File: src/rtl/sigmoid_pkg.sv
// sigmoid_pkg: shared widths, Q8.8 constants and controller state encoding
package sigmoid_pkg;
  localparam int DW = 16;
  localparam int DEPTH = 121;
  localparam int AW = 7;
  localparam int TIMEOUT = 15;
  localparam logic [DW-1:0] ONE = 16'h0100;
  localparam logic [DW-1:0] SAT_LO = 16'hFA00;
  localparam logic [DW-1:0] SAT_HI = 16'h0600;
  typedef enum logic [2:0] {IDLE, LOAD, RUN, ISSUE, WAIT} state_t;
endpackage

File: src/rtl/sigmoid_ctrl_if.sv
// sigmoid_ctrl_if: load stream, MAC input, activation output and sigmoid LUT port bundle
interface sigmoid_ctrl_if;
  import sigmoid_pkg::*;
  logic load_start;
  logic ld_valid;
  logic [DW-1:0] ld_data;
  logic ld_ready;
  logic loaded;
  logic mac_valid;
  logic [DW-1:0] mac_data;
  logic mac_ready;
  logic act_valid;
  logic [DW-1:0] act_data;
  logic act_ready;
  logic timeout_err;
  logic sig_we;
  logic [AW-1:0] sig_addr;
  logic [DW-1:0] sig_d;
  logic sig_done;
  logic [DW-1:0] sig_in;
  logic sig_ready;
  logic [DW-1:0] sig_out;
  modport master (
    input load_start, ld_valid, ld_data, mac_valid, mac_data, act_ready, sig_ready, sig_out,
    output ld_ready, loaded, mac_ready, act_valid, act_data, timeout_err,
    output sig_we, sig_addr, sig_d, sig_done, sig_in
  );
  modport slave (
    output load_start, ld_valid, ld_data, mac_valid, mac_data, act_ready, sig_ready, sig_out,
    input ld_ready, loaded, mac_ready, act_valid, act_data, timeout_err,
    input sig_we, sig_addr, sig_d, sig_done, sig_in
  );
endinterface

File: src/rtl/sigmoid_ctrl.sv
// sigmoid_ctrl: loads the sigmoid LUT from a stream, then serialises MAC results into single lookups
module sigmoid_ctrl
  import sigmoid_pkg::*;
(
  input logic clk,
  input logic reset,
  sigmoid_ctrl_if.master bus
);
  state_t state;
  logic [AW-1:0] cnt;
  logic [3:0] tmr;
  assign bus.ld_ready = state == LOAD;
  assign bus.mac_ready = state == RUN && !bus.act_valid && !bus.load_start;
  always_ff @(posedge clk) begin
    if (reset) begin
      state <= IDLE;
      cnt <= '0;
      tmr <= '0;
      bus.loaded <= 1'b0;
      bus.timeout_err <= 1'b0;
      bus.sig_we <= 1'b0;
      bus.sig_addr <= '0;
      bus.sig_d <= '0;
      bus.sig_done <= 1'b0;
      bus.sig_in <= '0;
      bus.act_valid <= 1'b0;
      bus.act_data <= '0;
    end else begin
      bus.sig_we <= 1'b0;
      bus.sig_done <= 1'b0;
      if (bus.act_valid && bus.act_ready) bus.act_valid <= 1'b0;
      case (state)
        IDLE, RUN: begin
          if (bus.load_start) begin
            state <= LOAD;
            cnt <= '0;
            bus.loaded <= 1'b0;
          end else if (state == RUN && bus.mac_valid && bus.mac_ready) begin
            state <= ISSUE;
            bus.sig_done <= 1'b1;
            bus.sig_in <= bus.mac_data;
          end
        end
        LOAD: begin
          if (bus.ld_valid) begin
            bus.sig_we <= 1'b1;
            bus.sig_addr <= cnt;
            bus.sig_d <= bus.ld_data;
            cnt <= cnt + 1'b1;
            if (cnt == AW'(DEPTH - 1)) begin
              bus.loaded <= 1'b1;
              state <= RUN;
            end
          end
        end
        ISSUE: begin
          state <= WAIT;
          tmr <= 4'd1;
        end
        WAIT: begin
          if (bus.sig_ready) begin
            bus.act_valid <= 1'b1;
            bus.act_data <= bus.sig_out;
            state <= RUN;
          end else if (tmr == 4'(TIMEOUT - 1)) begin
            bus.timeout_err <= 1'b1;
            state <= RUN;
          end else tmr <= tmr + 1'b1;
        end
        default: state <= IDLE;
      endcase
    end
  end
endmodule

File: src/flat_wrapper.sv
// flat-port wrapper written by rule: the top's interface ports become plain ports
module sigmoid_ctrl_flat import sigmoid_pkg::*;
  (clk, reset, bus_load_start, bus_ld_valid, bus_ld_data, bus_mac_valid, bus_mac_data, bus_act_ready, bus_sig_ready, bus_sig_out, bus_ld_ready, bus_loaded, bus_mac_ready, bus_act_valid, bus_act_data, bus_timeout_err, bus_sig_we, bus_sig_addr, bus_sig_d, bus_sig_done, bus_sig_in);
  sigmoid_ctrl_if bus_i ();
  input logic clk;
  input logic reset;
  input wire logic [$bits(bus_i.load_start)-1:0] bus_load_start;
  input wire logic [$bits(bus_i.ld_valid)-1:0] bus_ld_valid;
  input wire logic [$bits(bus_i.ld_data)-1:0] bus_ld_data;
  input wire logic [$bits(bus_i.mac_valid)-1:0] bus_mac_valid;
  input wire logic [$bits(bus_i.mac_data)-1:0] bus_mac_data;
  input wire logic [$bits(bus_i.act_ready)-1:0] bus_act_ready;
  input wire logic [$bits(bus_i.sig_ready)-1:0] bus_sig_ready;
  input wire logic [$bits(bus_i.sig_out)-1:0] bus_sig_out;
  output wire logic [$bits(bus_i.ld_ready)-1:0] bus_ld_ready;
  output wire logic [$bits(bus_i.loaded)-1:0] bus_loaded;
  output wire logic [$bits(bus_i.mac_ready)-1:0] bus_mac_ready;
  output wire logic [$bits(bus_i.act_valid)-1:0] bus_act_valid;
  output wire logic [$bits(bus_i.act_data)-1:0] bus_act_data;
  output wire logic [$bits(bus_i.timeout_err)-1:0] bus_timeout_err;
  output wire logic [$bits(bus_i.sig_we)-1:0] bus_sig_we;
  output wire logic [$bits(bus_i.sig_addr)-1:0] bus_sig_addr;
  output wire logic [$bits(bus_i.sig_d)-1:0] bus_sig_d;
  output wire logic [$bits(bus_i.sig_done)-1:0] bus_sig_done;
  output wire logic [$bits(bus_i.sig_in)-1:0] bus_sig_in;
  assign bus_i.load_start = bus_load_start;
  assign bus_i.ld_valid = bus_ld_valid;
  assign bus_i.ld_data = bus_ld_data;
  assign bus_i.mac_valid = bus_mac_valid;
  assign bus_i.mac_data = bus_mac_data;
  assign bus_i.act_ready = bus_act_ready;
  assign bus_i.sig_ready = bus_sig_ready;
  assign bus_i.sig_out = bus_sig_out;
  assign bus_ld_ready = bus_i.ld_ready;
  assign bus_loaded = bus_i.loaded;
  assign bus_mac_ready = bus_i.mac_ready;
  assign bus_act_valid = bus_i.act_valid;
  assign bus_act_data = bus_i.act_data;
  assign bus_timeout_err = bus_i.timeout_err;
  assign bus_sig_we = bus_i.sig_we;
  assign bus_sig_addr = bus_i.sig_addr;
  assign bus_sig_d = bus_i.sig_d;
  assign bus_sig_done = bus_i.sig_done;
  assign bus_sig_in = bus_i.sig_in;
  sigmoid_ctrl u_core (.clk(clk), .reset(reset), .bus(bus_i));
endmodule
File: config.mk
export PLATFORM = sky130hd
export DESIGN_NAME = sigmoid_ctrl_flat
export DESIGN_NICKNAME = d
export VERILOG_FILES = /design/src/rtl/sigmoid_pkg.sv /design/src/rtl/sigmoid_ctrl_if.sv /design/src/rtl/sigmoid_ctrl.sv /design/src/flat_wrapper.sv
export SDC_FILE = /design/constraint.sdc
export NUM_CORES = 1
export LEC_CHECK = 0
export BUFFER_PORTS_ARGS = -buffer_cell sky130_fd_sc_hd__buf_2
export CAP_MARGIN = 0
export CELL_PAD_IN_SITES_DETAIL_PLACEMENT = 2
export CELL_PAD_IN_SITES_GLOBAL_PLACEMENT = 2
export CORE_ASPECT_RATIO = 1.4
export CORE_UTILIZATION = 26
export CTS_CLUSTER_DIAMETER = 200
export DETAILED_ROUTE_END_ITERATION = 12
export PLACE_DENSITY = 0.86
export SLEW_MARGIN = 20
export SYNTH_ARGS = -nofsm -noshare
export SYNTH_HDL_FRONTEND = slang
export SYNTH_SLANG_ARGS = --single-unit
File: constraint.sdc
create_clock -name clk -period 1.67 [get_ports clk]
set_input_delay 0.501 -clock clk [delete_from_list [all_inputs] [get_ports clk]]
set_output_delay 0.501 -clock clk [all_outputs]
set_load 0.05 [all_outputs]
* Word level (Yosys, flattened, before mapping)
Index checks and enable logic that the tools add are counted.
** Storage, ports and cells
- Word-level logic and storage cells :: 74
- Bits of input ports :: 55
- Output and inout bits :: 62
- Register bits after elaboration :: 74
** Cells by class
- Reduce and logical (&&, ||, !) cells :: 21
- Multiplexer cells :: 22
- Equal/unequal tests :: 13
- Bitwise logic cells :: 4
- $add $sub $neg :: 2
** Operators by type and width (number)
- $mux W3 :: 6
- $mux W7 :: 2
- $pmux W7 S2 :: 1
- $pmux W3 S4 :: 1
- $reduce_and A3 Y1 :: 4
- $mux W1 :: 8
- $mux W4 :: 2
- $ne A2 B2 Y1 const B :: 4
- $pmux W4 S2 :: 1
- $reduce_and A4 Y1 :: 2
- $add A7 B1 Y7 const B :: 1
- $eq A7 B7 Y1 const B :: 1
- $eq A3 B2 Y1 const B :: 2
- $ne A3 B2 Y1 const B :: 2
- $logic_and A1 B1 Y1 :: 5
- $add A4 B1 Y4 const B :: 1
- $eq A4 B4 Y1 const B :: 1
- $not A1 Y1 :: 4
- $reduce_and A2 Y1 :: 2
- $reduce_bool A2 Y1 :: 2
- $reduce_or A2 Y1 :: 2
- $eq A3 B1 Y1 const B :: 1
- $eq A3 B3 Y1 const B :: 1
- $logic_not A3 Y1 :: 1
- other kinds (4) :: 5

* Logic depth before layout (Yosys ltp)
Gate-level depths: netlist of run 1.
- Depth after elaboration :: 7
- Depth in mapped cells :: 7
- Gate-level depth less buffers :: 6

* Least setup slack after synthesis of run 1
No wires, ideal clock.
- Path kind :: register -> register
- Start point :: register u_core.state[0]
- End point :: register u_core.bus.sig_addr[2]
- Setup time :: 70 ps
- Buffers on the path :: 3
- Clock period less this slack :: 2480 ps
- Data arrival time :: 2410 ps
- Stages on the path, launching flop included :: 8
- Path slack :: -810 ps
- Required time :: 1600 ps
- Cells stage by stage :: dfxtp_1 > buf_6 > nor3b_1 > and2_1 > buf_2 > buf_4 > nand2_1 > a21oi_1
** On the way
- Word-level cells in the longest chain between the ends :: 2
** RTL lines
- from (decl) :: RTL line sigmoid_ctrl.sv:9 : state_t state;
- from (signal assigned) :: RTL line sigmoid_ctrl.sv:16 : state <= IDLE;
- from (signal assigned) :: RTL line sigmoid_ctrl.sv:35 : state <= LOAD;
- from (signal assigned) :: RTL line sigmoid_ctrl.sv:39 : state <= ISSUE;
- $eq A3 B1 Y1
- via bus_ld_ready :: RTL line flat_wrapper.sv:15 : output wire logic [$bits(bus_i.ld_ready)-1:0] bus_ld_ready;
- $reduce_and A2 Y1 (no line)
- to (signal assigned) :: RTL line sigmoid_ctrl.sv:47 : bus.sig_addr <= cnt;
- to (decl) :: RTL line sigmoid_ctrl_if.sv:26 : output sig_we, sig_addr, sig_d, sig_done, sig_in
The timed path passes the listed nets, and every way through them passes these cells.
A chain may end at the register's enable or synchronous reset.

* Worst setup path in the final report of run 1
- Start point :: register u_core.state[2]
- End point :: output port bus_ld_ready
** On the way
- Word-level cells in the longest chain between the ends :: 1
** RTL lines
- $eq A3 B1 Y1 :: RTL line sigmoid_ctrl.sv:12 : assign bus.ld_ready = state == LOAD;
- to (decl) :: RTL line flat_wrapper.sv:15
Every way passes these cells.

==> results of run 1 <==
[synthesized netlist by cell type (3+ instances only)]
| cell | number | share of area, % |
|---|---|---|
| a211oi_1 | 4 | 1.0 |
| a21oi_1 | 48 | 8.3 |
| buf_2 | 4 | 0.70 |
| buf_4 | 4 | 1.0 |
| clkbuf_1 | 11 | 1.4 |
| dfxtp_1 | 74 | 51 |
| ha_1 | 4 | 1.7 |
| inv_1 | 7 | 0.91 |
| mux2i_1 | 17 | 5.9 |
| nand2_1 | 84 | 11 |
| nand3_1 | 5 | 0.87 |
| nor2_1 | 30 | 3.9 |
| xnor2_1 | 3 | 0.91 |
[sequential cells by signal, summed over array words and instances (netlist names), 3 cells and up]
name	flops
u_core.bus.act_data	16
u_core.bus.sig_in	16
u_core.bus.sig_d	16
u_core.cnt	7
u_core.state	3
u_core.bus.sig_addr	7
u_core.tmr	4
[report_power, final]
group          switching [mW]  internal (mW)  leakage, nW
clock network           0.767           1.46        0.169
registers              0.0526           1.83        0.599
logic                   0.504          0.308         1.06
total                    1.32           3.60         1.82
[kinds of logic (layout without fill, tap and decap cells)]
| family | after synthesis | after routing | synth area share [%] |
|---|---|---|---|
| buf+inv | 29 | 165 | 4.78 |
| compound gates | 65 | 65 | 12.9 |
| xor+xnor | 3 | 3 | 0.913 |
| fa+ha+maj | 4 | 4 | 1.74 |
| simple gates | 141 | 141 | 22.3 |
| mux | 17 | 17 | 5.91 |
| flops | 74 | 74 | 51.5 |
[per-stage QoR]
step | TNS (ns) | total power [mW] | util (%) | instance area [um2] | hold WS, ns
CTS | -0.251 | 4.98 | 38.4 | 4150 | 0.393
floorplan | -0.00513 | 2.41 | - | 2910 | 0.453
global route | -0.351 | 5.14 | 38.7 | 4190 | 0.400
finish | -0.219 | 4.92 | 38.7 | 4190 | 0.400
global placement | -0.332 | 2.64 | 34.7 | 3750 | 0.439
detailed placement | -1.11 | 2.68 | 34.7 | 3750 | 0.449
[layout make-up]
type	instances	area [um2]
multi-input cells	230	1320
inverters	7	26.3
flip-flops and latches	74	1490
clock buffers	9	225
repair buffers	142	837
fillers	1229	6620
clock inverters	7	118
well taps	141	176
[timing repair]
action | CTS | global route
pin swaps | 3 | 3
setup endpoints to repair | 3 | 6
gates cloned | 0 | 1
gates resized for setup | 12 | 7
buffers inserted | 2 | 1
[critical path: cells and delay by family (launching register included)]
kind / cells / cell delay (ns)
flip-flops: 1 / 0.34
AND/OR/NAND/NOR: 1 / 0.28
buffers and inverters: 2 / 0.35
[layout by cell type, fill, tap and decap left out, drive strengths merged, types with 2 or more instances in the layout]
master	netlist	layout
a211oi	4	4
nor3	2	2
nand3b	2	2
xnor2	3	3
nor2	30	30
o21ai	2	2
nor2b	2	2
dfxtp	74	74
clkinv	0	4
a21o	2	2
a21oi	49	49
nand2b	2	2
bufinv	0	3
mux2i	17	17
clkbuf	12	9
ha	4	4
inv	7	7
and3b	2	2
nand2	84	84
buf	10	142
nand3	5	5
nor3b	2	2
or3	2	2
and2	2	2
a22oi	2	2
[metal layers]
metal  part of all wire, %  vias to the layer above  global-route usage [%]
met3                   4.8                       15                    4.80
li1                      -                     1366                       -
met4                   2.1                        0                    7.84
met2                    56                       73                    33.1
met1                    37                     1359                    15.7
met5                     0                        -                       0
[how the worst max path moves through the flow]
stage | from | to | slack, ns | cells past startpoint
2_1_floorplan | u_core.state[0] | u_core.bus.sig_addr[2] | -0.005 | 7
3_3_place_gp | bus_load_start | bus_mac_ready | -0.16 | 5
3_5_place_dp | bus_load_start | bus_mac_ready | -0.28 | 5
4_1_cts | u_core.state[2] | bus_mac_ready | -0.14 | 4
5_1_grt | u_core.state[2] | bus_ld_ready | -0.17 | 3
6_report | u_core.state[2] | bus_ld_ready | -0.14 | 3
==> results.sh, run 1 <==
export IMPL_crit_chain="buf_6, nor3b_4, buf_6"
export IMPL_ant_nets=0
export IMPL_drt_wl_total_mm=9.42
export IMPL_syn_area_per_cell_um2=8.64
export IMPL_fmax_mhz=553
export IMPL_drive_above_1_share_pct=37.5
export IMPL_fin_crit_ns=1.81
export IMPL_arrival_ns=1.31
export IMPL_ios=117
export IMPL_cp_required_ns=1.17
export IMPL_die_h_um=126
export IMPL_wl_per_cell_um=15.4
export IMPL_hp_start="bus_mac_data[12]"
export IMPL_dr_pass1_iters=4
export IMPL_hpwl_mm=6.87
export IMPL_layout_nets=523
export IMPL_clock_path_buffers=2
export IMPL_criticalPathCategory="flip-flop to output pin"
export IMPL_fp_dieArea_um2=11500
export IMPL_grt_ovfl_total=0
export IMPL_syn2layout_area_growth_pct=45.5
export IMPL_tightest_slew_ns=0.387
export IMPL_cts_root_buf="clkbuf_16"
export IMPL_reg2reg_to="u_core.cnt[6]"
export IMPL_htree_levels=3
export IMPL_hold_end="u_core.bus.sig_in[12]"
export IMPL_grt_pass1_wl_mm=15.1
export IMPL_synth_main_ff_cell="dfxtp_1"
export IMPL_syn_cell_area_um2=2880
export IMPL_hold_buffers=0
export IMPL_syn_inst=333
export IMPL_gp_congestion=0.757
export IMPL_start_util_pct=26.6
export IMPL_drtIter0Drc=41
export IMPL_reg2regPathDepth=5
export IMPL_peakVddDrop_v=0.000548
export IMPL_viasPerCell=4.61
export IMPL_track_usage_pct=16.8
export IMPL_p_leak_nw=1.82
export IMPL_finalCritPeriodShare_pct=108
export IMPL_io_buffers=116
export IMPL_hold_violations=0
export IMPL_rsz0062_at_grt="true"
export IMPL_cts_buffers=9
export IMPL_ys_async_sr_fraction_pct=0
export IMPL_rows=45
export IMPL_end_kind="output pin"
export IMPL_slowest_stage="dfxtp_2"
export IMPL_ys_types=42
export IMPL_final_setup_viol_count=2
export IMPL_path_clk_slew_ns=0.06
export IMPL_start_kind="flip-flop"
export IMPL_skew_ns=0.00422
export IMPL_hp_class="primary input to flip-flop"
export IMPL_fin_ws_ns=-0.139
export IMPL_slowest_delay_ns=0.34
export IMPL_n_antenna_cell=0
export IMPL_holdPathStages=3
export IMPL_violations="negative setup slack"
export IMPL_critical_path_most_common_cell="buf_6"
export IMPL_drc=0
export IMPL_pre_cts_ws_ns=-0.275
export IMPL_synth_edf_count=0
export IMPL_place_inst=590
export IMPL_ff2ff_setup_slack_ns=0.05
export IMPL_cts_tree="done"
export IMPL_grt_max_degree=35
export IMPL_grt_antenna_before_repair=0
export IMPL_slew_headroom_pct=74.2
export IMPL_maxCapViolations=0
export IMPL_yosysSeqAreaShare_pct=51.5
export IMPL_cts_sinks=74
export IMPL_p_per_area_nw_per_um2=1180
export IMPL_run_status="finished with violations"
export IMPL_syn_num_nets=392
export IMPL_worstPathMaxFanout=13
export IMPL_finalMaxSlewViolations=0
export IMPL_instances_no_fill=610
export IMPL_clock_latency_ns=0.33
export IMPL_dr_total_vias=2813
export IMPL_yosys_register_bits=74
export IMPL_core_um2=10800
export IMPL_worstReg2RegStart="u_core.state[0]"
export IMPL_grt_pass1_vias=3150
export IMPL_ys_warn_count=0
export IMPL_dieWidth_um=90.9
(Power assumes the default switching activity.)
==> run 2, diff against run 1 <==
--- a/config.mk
+++ b/config.mk
@@ -9,7 +9,6 @@
 export CAP_MARGIN = 0
 export CELL_PAD_IN_SITES_DETAIL_PLACEMENT = 2
 export CELL_PAD_IN_SITES_GLOBAL_PLACEMENT = 2
-export CORE_ASPECT_RATIO = 1.4
 export CORE_UTILIZATION = 26
 export CTS_CLUSTER_DIAMETER = 200
 export DETAILED_ROUTE_END_ITERATION = 12
==> results.sh, run 2 (synthesis results as in run 1) <==
export IMPL_violations="negative setup slack"
export IMPL_finalCritPeriodShare_pct=107
export IMPL_reg_largest_list="u_core.bus.act_data: 16 flops, u_core.bus.sig_d: 16 flops, u_core.bus.sig_in: 16 flops"
export IMPL_grt_max_degree=37
export IMPL_path_clk_slew_ns=0.08
export IMPL_fp_dieArea_um2=11500
export IMPL_layout_commonest_cell="buf_2"
export IMPL_combPwrFrac_pct=19.7
export IMPL_tightest_slew_ns=0.359
export IMPL_wl_per_cell_um=15.9
export IMPL_die_h_um=107
export IMPL_drt_wl_total_mm=9.68
export IMPL_hold_violations=0
export IMPL_slowest_delay_ns=0.35
export IMPL_arrival_ns=1.28
export IMPL_fin_tns_setup_ns=-0.209
export IMPL_rsz0062_at_grt="true"
export IMPL_end_kind="output pin"
export IMPL_drive_above_1_share_pct=37.4
export IMPL_dr_total_vias=2812
export IMPL_final_cell_mix="buf_2, nand2_1, dfxtp_1"
export IMPL_grt_pass1_wl_mm=15.5
export IMPL_p_leak_nw=1.76
export IMPL_track_usage_pct=17.6
export IMPL_crit_buf_inv=1
export IMPL_criticalPathCategory="flip-flop to output pin"
export IMPL_drc=0
export IMPL_pre_cts_ws_ns=-0.175
export IMPL_p_per_area_nw_per_um2=1010
export IMPL_crit_chain="nor3_4, nand2_2, nor2_4, buf_8"
export IMPL_intPower_mw=2.88
export IMPL_finalMaxSlewViolations=0
export IMPL_peakVddDrop_v=0.000318
export IMPL_cts_buffers=9
export IMPL_io_buffers=116
export IMPL_skew_ns=0.00489
export IMPL_p_switching_mw=1.22
export IMPL_p_clk_share_pct=34.2
export IMPL_grt_pass1_vias=3117
export IMPL_layout_nets=524
export IMPL_run_status="finished with violations"
export IMPL_dieWidth_um=107
export IMPL_slew_headroom_pct=75.8
export IMPL_worst_hold_slack_ns=0.384
export IMPL_drtIter0Drc=72
export IMPL_rows=38
export IMPL_sw_frac_of_total_pct=29.7
export IMPL_hold_buffers=0
export IMPL_dr_pass1_iters=4
export IMPL_ant_nets=0
export IMPL_cp_required_ns=1.17
export IMPL_start_kind="flip-flop"
export IMPL_hpwl_mm=6.90
export IMPL_gp_congestion=0.738
export IMPL_critical_path_top_delay_family="simple AND/OR/NAND/NOR gates"
export IMPL_clock_path_buffers=2
export IMPL_slowest_stage="dfxtp_2"
export IMPL_n_antenna_cell=0
export IMPL_fmax_mhz=562
export IMPL_cts_sinks=74
export IMPL_ios=117
export IMPL_syn2layout_area_growth_pct=41.0
export IMPL_p_seq_share_pct=46.1
export IMPL_start_util_pct=26.7
export IMPL_fin_crit_ns=1.78
export IMPL_maxCapViolations=0
export IMPL_clock_latency_ns=0.35
export IMPL_cts_root_buf="clkbuf_8"
export IMPL_final_setup_viol_count=2
export IMPL_worstPathMaxFanout=2
export IMPL_core_um2=10800
export IMPL_fin_ws_ns=-0.111
export IMPL_grt_ovfl_total=0
export IMPL_cts_tree="done"
export IMPL_viasPerCell=4.61
export IMPL_grt_antenna_before_repair=0
export IMPL_htree_levels=3
export IMPL_hp_class="primary input to flip-flop"
run 2: final timing paths:
path                           end  slack [ns]  cells after the start           startpoint
max                  bus_mac_ready       -0.11                      4      u_core.state[2]
min          u_core.bus.sig_in[12]        0.38                      3     bus_mac_data[12]
max reg2reg          u_core.cnt[6]        0.04                      5      u_core.state[0]
min reg2reg    u_core.bus.sig_d[0]        0.46                      2  u_core.bus.sig_d[0]
run 2: worst min-delay path, cell delays in order:
cell and delay (ns):
buf_2 0.07, mux2i_1 0.06, nor2_1 0.07
run 2: what timing repair did:
item / CTS / global route
pin swaps: 3 / 1
setup endpoints to repair: 2 / 6
setup buffers: 2 / 2
gates resized for setup: 12 / 4
run 2: cell type report:
type,count,area (um2)
Fill cell,1226,6730
Sequential cell,74,1490
Multi-Input combinational cell,230,1320
Timing Repair Buffer,143,853
Clock buffer,15,196
Tap cell,140,175
Inverter,7,26.3
Clock inverter,1,5.00
run 2: per-layer routing:
metal	wire length [um]	GRT usage, %
met1	3870	18.7
met2	5250	33.3
met3	323	3.83
met4	233	7.05
met5	0	0
run 2: through the flow:
step | utilization [%] | instance area (um2) | power [mW] | cells
global placement | 34.9 | 3770 | 2.64 | 590
global route | 37.6 | 4060 | 4.30 | 610
finish | 37.6 | 4060 | 4.10 | 610
CTS | 37.3 | 4030 | 4.12 | 608
floorplan | - | 2910 | 2.41 | 333
detailed placement | 34.9 | 3770 | 2.68 | 590
run 2: power groups by stage:
stage	clock network (mW)	logic (mW)	registers, mW
2_1_floorplan	0	0.344	2.07
3_3_place_gp	0	0.725	1.92
3_5_place_dp	0	0.760	1.92
4_1_cts	1.44	0.793	1.89
5_1_grt	1.54	0.866	1.90
6_report	1.40	0.808	1.89
